===== src/rtl/alu_sequencer_pkg.sv =====
// -----------------------------------------------------------------------------
// alu_pkg
// Shared definitions for the ALU sequencer: the opcode encoding presented on
// the command interface and the sequencing FSM state type.
// No ports (package).
// -----------------------------------------------------------------------------
package alu_pkg;

    localparam logic [1:0] OP_ADD = 2'b00;
    localparam logic [1:0] OP_SUB = 2'b01;
    localparam logic [1:0] OP_MUL = 2'b10;
    localparam logic [1:0] OP_DIV = 2'b11;

    typedef enum logic [1:0] {
        IDLE = 2'b00,
        EXEC = 2'b01,
        DIV  = 2'b10,
        DONE = 2'b11
    } state_e;

endpackage


===== src/rtl/alu_sequencer_if.sv =====
// -----------------------------------------------------------------------------
// alu_sequencer_if
// Command / result bus of the ALU sequencer.
//   master : upstream producer + downstream consumer (drives command, out_ready)
//   slave  : the sequencer (drives in_ready, results, status)
// Signals: in_valid/in_ready, opcode, a, b, carry_in      (command side)
//          out_valid/out_ready, result_low, result_high,
//          div_error, busy                                 (result side)
// -----------------------------------------------------------------------------
interface alu_sequencer_if #(
    parameter int WIDTH = 4
);
    logic             in_valid;
    logic             in_ready;
    logic [1:0]       opcode;
    logic [WIDTH-1:0] a;
    logic [WIDTH-1:0] b;
    logic             carry_in;
    logic             out_valid;
    logic             out_ready;
    logic [WIDTH-1:0] result_low;
    logic [WIDTH-1:0] result_high;
    logic             div_error;
    logic             busy;

    modport master (
        output in_valid, opcode, a, b, carry_in, out_ready,
        input  in_ready, out_valid, result_low, result_high, div_error, busy
    );

    modport slave (
        input  in_valid, opcode, a, b, carry_in, out_ready,
        output in_ready, out_valid, result_low, result_high, div_error, busy
    );
endinterface


===== src/rtl/alu_sequencer_div.sv =====
// -----------------------------------------------------------------------------
// seq_divider
// Unsigned restoring divider, one quotient bit per clock, WIDTH clocks after
// start_i. The divisor must be non-zero when start_i is asserted.
//   clk, rst      : clock, synchronous active-high reset (aborts a division)
//   start_i       : load dividend_i / divisor_i and begin
//   done_o        : high during the final step; quotient_o / remainder_o carry
//                   the final values in that same cycle
// -----------------------------------------------------------------------------
module seq_divider #(
    parameter int WIDTH = 4
) (
    input  logic             clk,
    input  logic             rst,
    input  logic             start_i,
    input  logic [WIDTH-1:0] dividend_i,
    input  logic [WIDTH-1:0] divisor_i,
    output logic             done_o,
    output logic [WIDTH-1:0] quotient_o,
    output logic [WIDTH-1:0] remainder_o
);
    localparam int CW = $clog2(WIDTH + 1);

    logic [WIDTH-1:0] rem_q, rem_d;
    logic [WIDTH-1:0] quo_q, quo_d;
    logic [WIDTH-1:0] dvs_q;
    logic [CW-1:0]    cnt_q;

    logic [WIDTH:0]   shifted_s;
    logic [WIDTH+1:0] trial_s;
    logic [WIDTH:0]   quo_shift_s;

    // One restoring step: shift next dividend bit into the remainder, trial-subtract.
    always_comb begin
        shifted_s   = {rem_q, quo_q[WIDTH-1]};
        trial_s     = {1'b0, shifted_s} - {2'b00, dvs_q};
        quo_shift_s = {quo_q, ~trial_s[WIDTH+1]};
        quo_d       = quo_shift_s[WIDTH-1:0];
        // A negative trial restores; otherwise the difference is below the divisor and fits WIDTH bits.
        if (trial_s[WIDTH+1]) begin
            rem_d = shifted_s[WIDTH-1:0];
        end else begin
            rem_d = trial_s[WIDTH-1:0];
        end
    end

    assign done_o      = (cnt_q == CW'(1));
    assign quotient_o  = quo_d;
    assign remainder_o = rem_d;

    // Divider state: load on start, step while the counter runs.
    always_ff @(posedge clk) begin
        if (rst) begin
            rem_q <= '0;
            quo_q <= '0;
            dvs_q <= '0;
            cnt_q <= '0;
        end else if (start_i) begin
            rem_q <= '0;
            quo_q <= dividend_i;
            dvs_q <= divisor_i;
            cnt_q <= CW'(WIDTH);
        end else if (cnt_q != '0) begin
            rem_q <= rem_d;
            quo_q <= quo_d;
            cnt_q <= cnt_q - CW'(1);
        end else begin
            rem_q <= rem_q;
            quo_q <= quo_q;
            cnt_q <= cnt_q;
        end
    end
endmodule


===== src/rtl/alu_sequencer.sv =====
// -----------------------------------------------------------------------------
// alu_sequencer
// Multi-cycle unsigned ALU: add/sub/mul finish one cycle after acceptance,
// non-zero divides take WIDTH cycles in seq_divider. Results are held until
// the consumer takes them.
//   clk, rst : clock, synchronous active-high reset (discards in-flight work)
//   bus      : alu_sequencer_if.slave command/result bus
// -----------------------------------------------------------------------------
module alu_sequencer
    import alu_pkg::*;
#(
    parameter int WIDTH = 4
) (
    input  logic           clk,
    input  logic           rst,
    alu_sequencer_if.slave bus
);
    state_e state_q, state_d;

    logic [1:0]       op_q;
    logic [WIDTH-1:0] a_q, b_q;
    logic             cin_q;

    logic [WIDTH-1:0] res_low_q, res_low_d;
    logic [WIDTH-1:0] res_high_q, res_high_d;
    logic             div_err_q, div_err_d;
    logic             out_valid_q, out_valid_d;
    logic             busy_q, busy_d;

    logic             accept_s, div_start_s, div_done_s;
    logic [WIDTH-1:0] quo_s, rem_s;
    logic [WIDTH:0]   sum_s;
    logic [WIDTH-1:0] diff_s;
    logic [2*WIDTH-1:0] prod_s;

    // in_ready is deliberately combinational on rst so it is low during reset.
    assign bus.in_ready = (state_q == IDLE) && !rst;
    assign accept_s     = bus.in_valid && bus.in_ready;
    assign div_start_s  = accept_s && (bus.opcode == OP_DIV) && (bus.b != '0);

    seq_divider #(.WIDTH(WIDTH)) u_div (
        .clk         (clk),
        .rst         (rst),
        .start_i     (div_start_s),
        .dividend_i  (bus.a),
        .divisor_i   (bus.b),
        .done_o      (div_done_s),
        .quotient_o  (quo_s),
        .remainder_o (rem_s)
    );

    assign sum_s  = {1'b0, a_q} + {1'b0, b_q} + {{WIDTH{1'b0}}, cin_q};
    assign diff_s = a_q - b_q;
    assign prod_s = {{WIDTH{1'b0}}, a_q} * {{WIDTH{1'b0}}, b_q};

    // FSM state register.
    always_ff @(posedge clk) begin
        if (rst) begin
            state_q <= IDLE;
        end else begin
            state_q <= state_d;
        end
    end

    // FSM next-state logic.
    always_comb begin
        state_d = state_q;
        case (state_q)
            IDLE: begin
                if (accept_s) begin
                    state_d = div_start_s ? DIV : EXEC;
                end else begin
                    state_d = IDLE;
                end
            end
            EXEC:    state_d = DONE;
            DIV: begin
                if (div_done_s) begin
                    state_d = DONE;
                end else begin
                    state_d = DIV;
                end
            end
            DONE: begin
                if (bus.out_ready) begin
                    state_d = IDLE;
                end else begin
                    state_d = DONE;
                end
            end
            default: state_d = IDLE;
        endcase
    end

    // FSM outputs: result registers load only on leaving EXEC or DIV, so they hold in DONE.
    always_comb begin
        res_low_d  = res_low_q;
        res_high_d = res_high_q;
        div_err_d  = div_err_q;
        case (state_q)
            EXEC: begin
                div_err_d = 1'b0;
                case (op_q)
                    OP_ADD: begin
                        res_low_d  = sum_s[WIDTH-1:0];
                        res_high_d = {{(WIDTH-1){1'b0}}, sum_s[WIDTH]};
                    end
                    OP_SUB: begin
                        res_low_d  = diff_s;
                        res_high_d = {{(WIDTH-1){1'b0}}, (a_q < b_q)};
                    end
                    OP_MUL: begin
                        res_low_d  = prod_s[WIDTH-1:0];
                        res_high_d = prod_s[2*WIDTH-1:WIDTH];
                    end
                    // Only a zero-divisor divide reaches EXEC.
                    OP_DIV: begin
                        res_low_d  = '0;
                        res_high_d = a_q;
                        div_err_d  = 1'b1;
                    end
                    default: begin
                        res_low_d  = '0;
                        res_high_d = '0;
                    end
                endcase
            end
            DIV: begin
                if (div_done_s) begin
                    res_low_d  = quo_s;
                    res_high_d = rem_s;
                    div_err_d  = 1'b0;
                end else begin
                    res_low_d  = res_low_q;
                    res_high_d = res_high_q;
                    div_err_d  = div_err_q;
                end
            end
            default: begin
                res_low_d  = res_low_q;
                res_high_d = res_high_q;
                div_err_d  = div_err_q;
            end
        endcase
        out_valid_d = (state_d == DONE);
        busy_d      = (state_d != IDLE);
    end

    // Command capture and registered outputs.
    always_ff @(posedge clk) begin
        if (rst) begin
            op_q        <= 2'b00;
            a_q         <= '0;
            b_q         <= '0;
            cin_q       <= 1'b0;
            res_low_q   <= '0;
            res_high_q  <= '0;
            div_err_q   <= 1'b0;
            out_valid_q <= 1'b0;
            busy_q      <= 1'b0;
        end else begin
            if (accept_s) begin
                op_q  <= bus.opcode;
                a_q   <= bus.a;
                b_q   <= bus.b;
                cin_q <= bus.carry_in;
            end
            res_low_q   <= res_low_d;
            res_high_q  <= res_high_d;
            div_err_q   <= div_err_d;
            out_valid_q <= out_valid_d;
            busy_q      <= busy_d;
        end
    end

    assign bus.result_low  = res_low_q;
    assign bus.result_high = res_high_q;
    assign bus.div_error   = div_err_q;
    assign bus.out_valid   = out_valid_q;
    assign bus.busy        = busy_q;
endmodule


===== src/flat_wrapper.sv =====
// flat-port wrapper written by rule: the top's interface ports become plain ports
module alu_sequencer_flat import alu_pkg::*;
#(
    parameter int WIDTH = 4
)
  (clk, rst, bus_in_valid, bus_opcode, bus_a, bus_b, bus_carry_in, bus_out_ready, bus_in_ready, bus_out_valid, bus_result_low, bus_result_high, bus_div_error, bus_busy);
  alu_sequencer_if #(.WIDTH(WIDTH)) bus_i ();
  input  logic clk;
  input  logic rst;
  input wire logic [$bits(bus_i.in_valid)-1:0] bus_in_valid;
  input wire logic [$bits(bus_i.opcode)-1:0] bus_opcode;
  input wire logic [$bits(bus_i.a)-1:0] bus_a;
  input wire logic [$bits(bus_i.b)-1:0] bus_b;
  input wire logic [$bits(bus_i.carry_in)-1:0] bus_carry_in;
  input wire logic [$bits(bus_i.out_ready)-1:0] bus_out_ready;
  output wire logic [$bits(bus_i.in_ready)-1:0] bus_in_ready;
  output wire logic [$bits(bus_i.out_valid)-1:0] bus_out_valid;
  output wire logic [$bits(bus_i.result_low)-1:0] bus_result_low;
  output wire logic [$bits(bus_i.result_high)-1:0] bus_result_high;
  output wire logic [$bits(bus_i.div_error)-1:0] bus_div_error;
  output wire logic [$bits(bus_i.busy)-1:0] bus_busy;
  assign bus_i.in_valid = bus_in_valid;
  assign bus_i.opcode = bus_opcode;
  assign bus_i.a = bus_a;
  assign bus_i.b = bus_b;
  assign bus_i.carry_in = bus_carry_in;
  assign bus_i.out_ready = bus_out_ready;
  assign bus_in_ready = bus_i.in_ready;
  assign bus_out_valid = bus_i.out_valid;
  assign bus_result_low = bus_i.result_low;
  assign bus_result_high = bus_i.result_high;
  assign bus_div_error = bus_i.div_error;
  assign bus_busy = bus_i.busy;
  alu_sequencer #(.WIDTH(WIDTH)) u_core (.clk(clk), .rst(rst), .bus(bus_i));
endmodule

===== config.mk =====
export PLATFORM = sky130hd
export DESIGN_NAME = alu_sequencer_flat
export DESIGN_NICKNAME = d
export VERILOG_FILES = /design/src/rtl/alu_sequencer_pkg.sv /design/src/rtl/alu_sequencer_if.sv /design/src/rtl/alu_sequencer_div.sv /design/src/rtl/alu_sequencer.sv /design/src/flat_wrapper.sv
export SDC_FILE = /design/constraint.sdc
export NUM_CORES = 1
export LEC_CHECK = 0
export CAP_MARGIN = 25
export CORE_ASPECT_RATIO = 0.5
export CORE_UTILIZATION = 45
export CTS_CLUSTER_DIAMETER = 120
export DETAILED_ROUTE_END_ITERATION = 8
export PLACE_DENSITY_LB_ADDON = 0.05
export SYNTH_ARGS = -nofsm -noshare
export SYNTH_HDL_FRONTEND = slang
export SYNTH_SLANG_ARGS = --single-unit

===== constraint.sdc =====
create_clock -name clk -period 4.21 [get_ports clk]
set_input_delay 0.6315 -clock clk [delete_from_list [all_inputs] [get_ports clk]]
set_output_delay 0.6315 -clock clk [all_outputs]
set_load 0.005 [all_outputs]

==> metrics.csv <==
metric;value;unit
final WL;6471;um
clock share of power;0.260;
Tcrit/Tclk final;0.7830;
Layout Cells excl Fill;405;
Setup Buffers After CTS;0;
Worst Hold Class;reg2reg;
largest net degree at the start of global routing;29;
row cnt;19;
root buf cell;clkbuf_16;
HP Start;u_core.u_div.dvs_q[2];
Cells after Synth;311;
worst hold margin;0.4533;ns
nets@finish;381;
Filler Cell Count;534;
startpoint types;flip-flop;
Synth Area per Inst;8.589;um2
Max-slew headroom;0.3261;
CP startpoint;u_core.a_q[1];
cell area after synthesis;2671;um2
Starting Density;0.4761;
Final Core Density;0.5531;
Design Power;1.396;mW
Leak Pwr;1.235;nW
CP Capture Type;flip-flop;
final antenna-violating net count;0;
CP max FO;9;
die area;6267;um2
Sequential Power Share;0.356;
clock buffer depth;2;
Final HPWL DP;5015;um
core area;5610;um2
number of global-route vias before repair;2193;
CTS Buf Count;5;
Peak VDD IR;0.0002849;V
drt first-iter violations;148;
number of clock sinks;39;
TritonCTS clock tree;built;
initial antenna violation count;0;
final setup fails;0;
share of cells above drive strength 1;0.06325;
PD cells;449.9;nW/um2
post-synthesis sequential area ratio;0.2923;
final hold vios;0;
status;finished clean;
syn_nets;361;
latest clock arrival within the worst-skew pair;0.28;ns
WL/cell;15.98;um
post-CTS resize count;0;
fmax;303.4;MHz
ant diodes;0;
residual DRC count;0;
number of port buffers;26;
first-pass GRT wire length;10960;um
Crit Path Category;reg2reg;
TNS Setup;0;ns
synth unique cells;51;
Final Max Tran Viols;0;
grt total ovfl;0;
power share of the combinational group;0.384;
worst r2r src;u_core.a_q[1];
H-tree depth;2;
RSZ-0062 raised after global routing;no;
io pins;27;
vias per std cell;5.625;
Synth async-reset ratio;0;
Post-synth EDFFs;0;
Final Skew;0.007830;ns
r2r setup slk;0.91;ns
max_cap viols;0;
#FFs+latches synth;39;
Req. time, crit path;4.39;ns
switching part of the total;0.3720;
Slew @ Worst Pin;1.007;ns
placed insts;397;
prevailing post-synth register cell;dfxtp_1;
height of the die;56.48;um
Synth Warn #;0;
Total GRT Usage;0.2275;
P_int;0.8766;mW
Arr. time, crit path;3.48;ns
synthesis-to-finish area growth;16.16;%
Clk pin slew, worst setup/hold paths;0.06;ns
Net Sw Power;0.5194;mW
RD Place Congestion;0.8283;
Initial DRT Pass Iterations;4;
# hold bufs at CTS;0;
post-layout min period;3.296;ns
Die W;111.0;um
Vias;2278;
-- metal layers --
metal  wire length, um  vias to the layer above  share of wire  track usage
li1                  -                     1139              -            -
met1              3408                     1093           0.53       0.3318
met2              2745                       42           0.42       0.3441
met3               289                        4          0.045      0.04104
met4                27                        0         0.0042      0.06067
met5                 0                        -              0            0
-- cell usage in the layout, fill, tap and decap left out, types with 3 or more instances in the layout --
master	n
o21ai_0	12
a211oi_1	5
mux2i_1	5
nor4_1	3
nor2b_1	7
nand4_1	3
o211ai_1	7
nand2_1	42
fa_1	8
ha_1	27
a21oi_1	15
a21o_1	3
xor2_1	4
o31ai_1	9
clkdlybuf4s50_1	26
inv_1	22
and2_1	7
nand2b_1	5
nor2_1	29
a311oi_2	3
a22oi_1	3
clkbuf_16	5
o31a_1	3
nand3_1	7
dfxtp_1	39
-- metrics by stage --
| step | cell area [um2] | setup WS (ns) |
|---|---|---|
| 6_report | 3103 | 0.9137 |
| 5_1_grt | 3103 | 0.6188 |
| 4_1_cts | 3103 | 0.9225 |
| 3_5_place_dp | 2965 | 0.9303 |
| 3_3_place_gp | 2965 | 1.029 |
| 2_1_floorplan | 2671 | 1.169 |
-- cell usage after synthesis (8+ instances only) --
cell type	number	area share
nand2_1	42	0.059
dfxtp_1	39	0.29
nor2_1	29	0.041
ha_1	27	0.13
inv_1	22	0.031
a21oi_1	15	0.028
o21ai_0	12	0.022
o31ai_1	9	0.025
clkbuf_1	8	0.011
fa_1	8	0.060
-- registers in the layout, summed over array words and instances, names as in the netlist --
name / count
u_core.cin_q: 1
u_core.b_q: 4
u_core.bus.busy: 1
u_core.state_q: 2
u_core.u_div.cnt_q: 3
u_core.u_div.dvs_q: 4
u_core.a_q: 4
u_core.u_div.rem_q: 4
u_core.bus.div_error: 1
u_core.bus.result_low: 4
u_core.bus.result_high: 4
u_core.u_div.quo_q: 4
u_core.bus.out_valid: 1
u_core.op_q: 2
-- power groups by stage --
| stage | combinational, mW | sequential, mW | clock, mW |
|---|---|---|---|
| final | 0.536 | 0.498 | 0.362 |
| after global routing | 0.603 | 0.506 | 0.386 |
| after CTS | 0.536 | 0.497 | 0.371 |
| after detailed placement | 0.532 | 0.504 | 0 |
| after global placement | 0.524 | 0.501 | 0 |
| after floorplan | 0.405 | 0.478 | 0 |
-- path summary, 6_finish.rpt --
path / end / cells past startpoint
worst min register to register: u_core.u_div.dvs_q[2] / 2
worst max register to register: u_core.bus.result_high[2] / 11
worst max-delay path: u_core.bus.result_high[2] / 11
worst min-delay path: u_core.u_div.dvs_q[2] / 2
-- critical path, cell delays in order, from the launching register on --
cell       delay (ns)
dfxtp_1          0.54
nand2_1          0.13
fa_1             0.52
inv_1            0.05
fa_1             0.56
inv_1            0.07
fa_1             0.44
nand2b_1         0.16
a21oi_1          0.15
xor2_1           0.17
o2111ai_1        0.11
a311oi_1         0.30
-- logic make-up (layout without fill, tap and decap cells) --
| family | after synthesis | count (layout) | share of synthesized area |
|---|---|---|---|
| xor+xnor | 6 | 6 | 0.01967 |
| mux | 6 | 6 | 0.02295 |
| simple gates | 113 | 113 | 0.2089 |
| buf+inv | 37 | 58 | 0.05808 |
| flops | 39 | 39 | 0.2923 |
| compound gates | 75 | 75 | 0.2117 |
| fa+ha+maj | 35 | 35 | 0.1864 |
-- area by class of cell --
| type | instances | area, um2 | share of cell area |
|---|---|---|---|
| Sequential cell | 39 | 780.7 | 0.2516 |
| Multi-Input combinational cell | 235 | 1735 | 0.5593 |
| Timing Repair Buffer | 28 | 275.3 | 0.08871 |
| Clock inverter | 1 | 5.005 | 0.001613 |
| Clock buffer | 7 | 132.6 | 0.04274 |
| Inverter | 22 | 82.58 | 0.02661 |
| Tap cell | 73 | 91.34 | 0.02944 |
No activity file was read; power rests on OpenSTA's default activity.
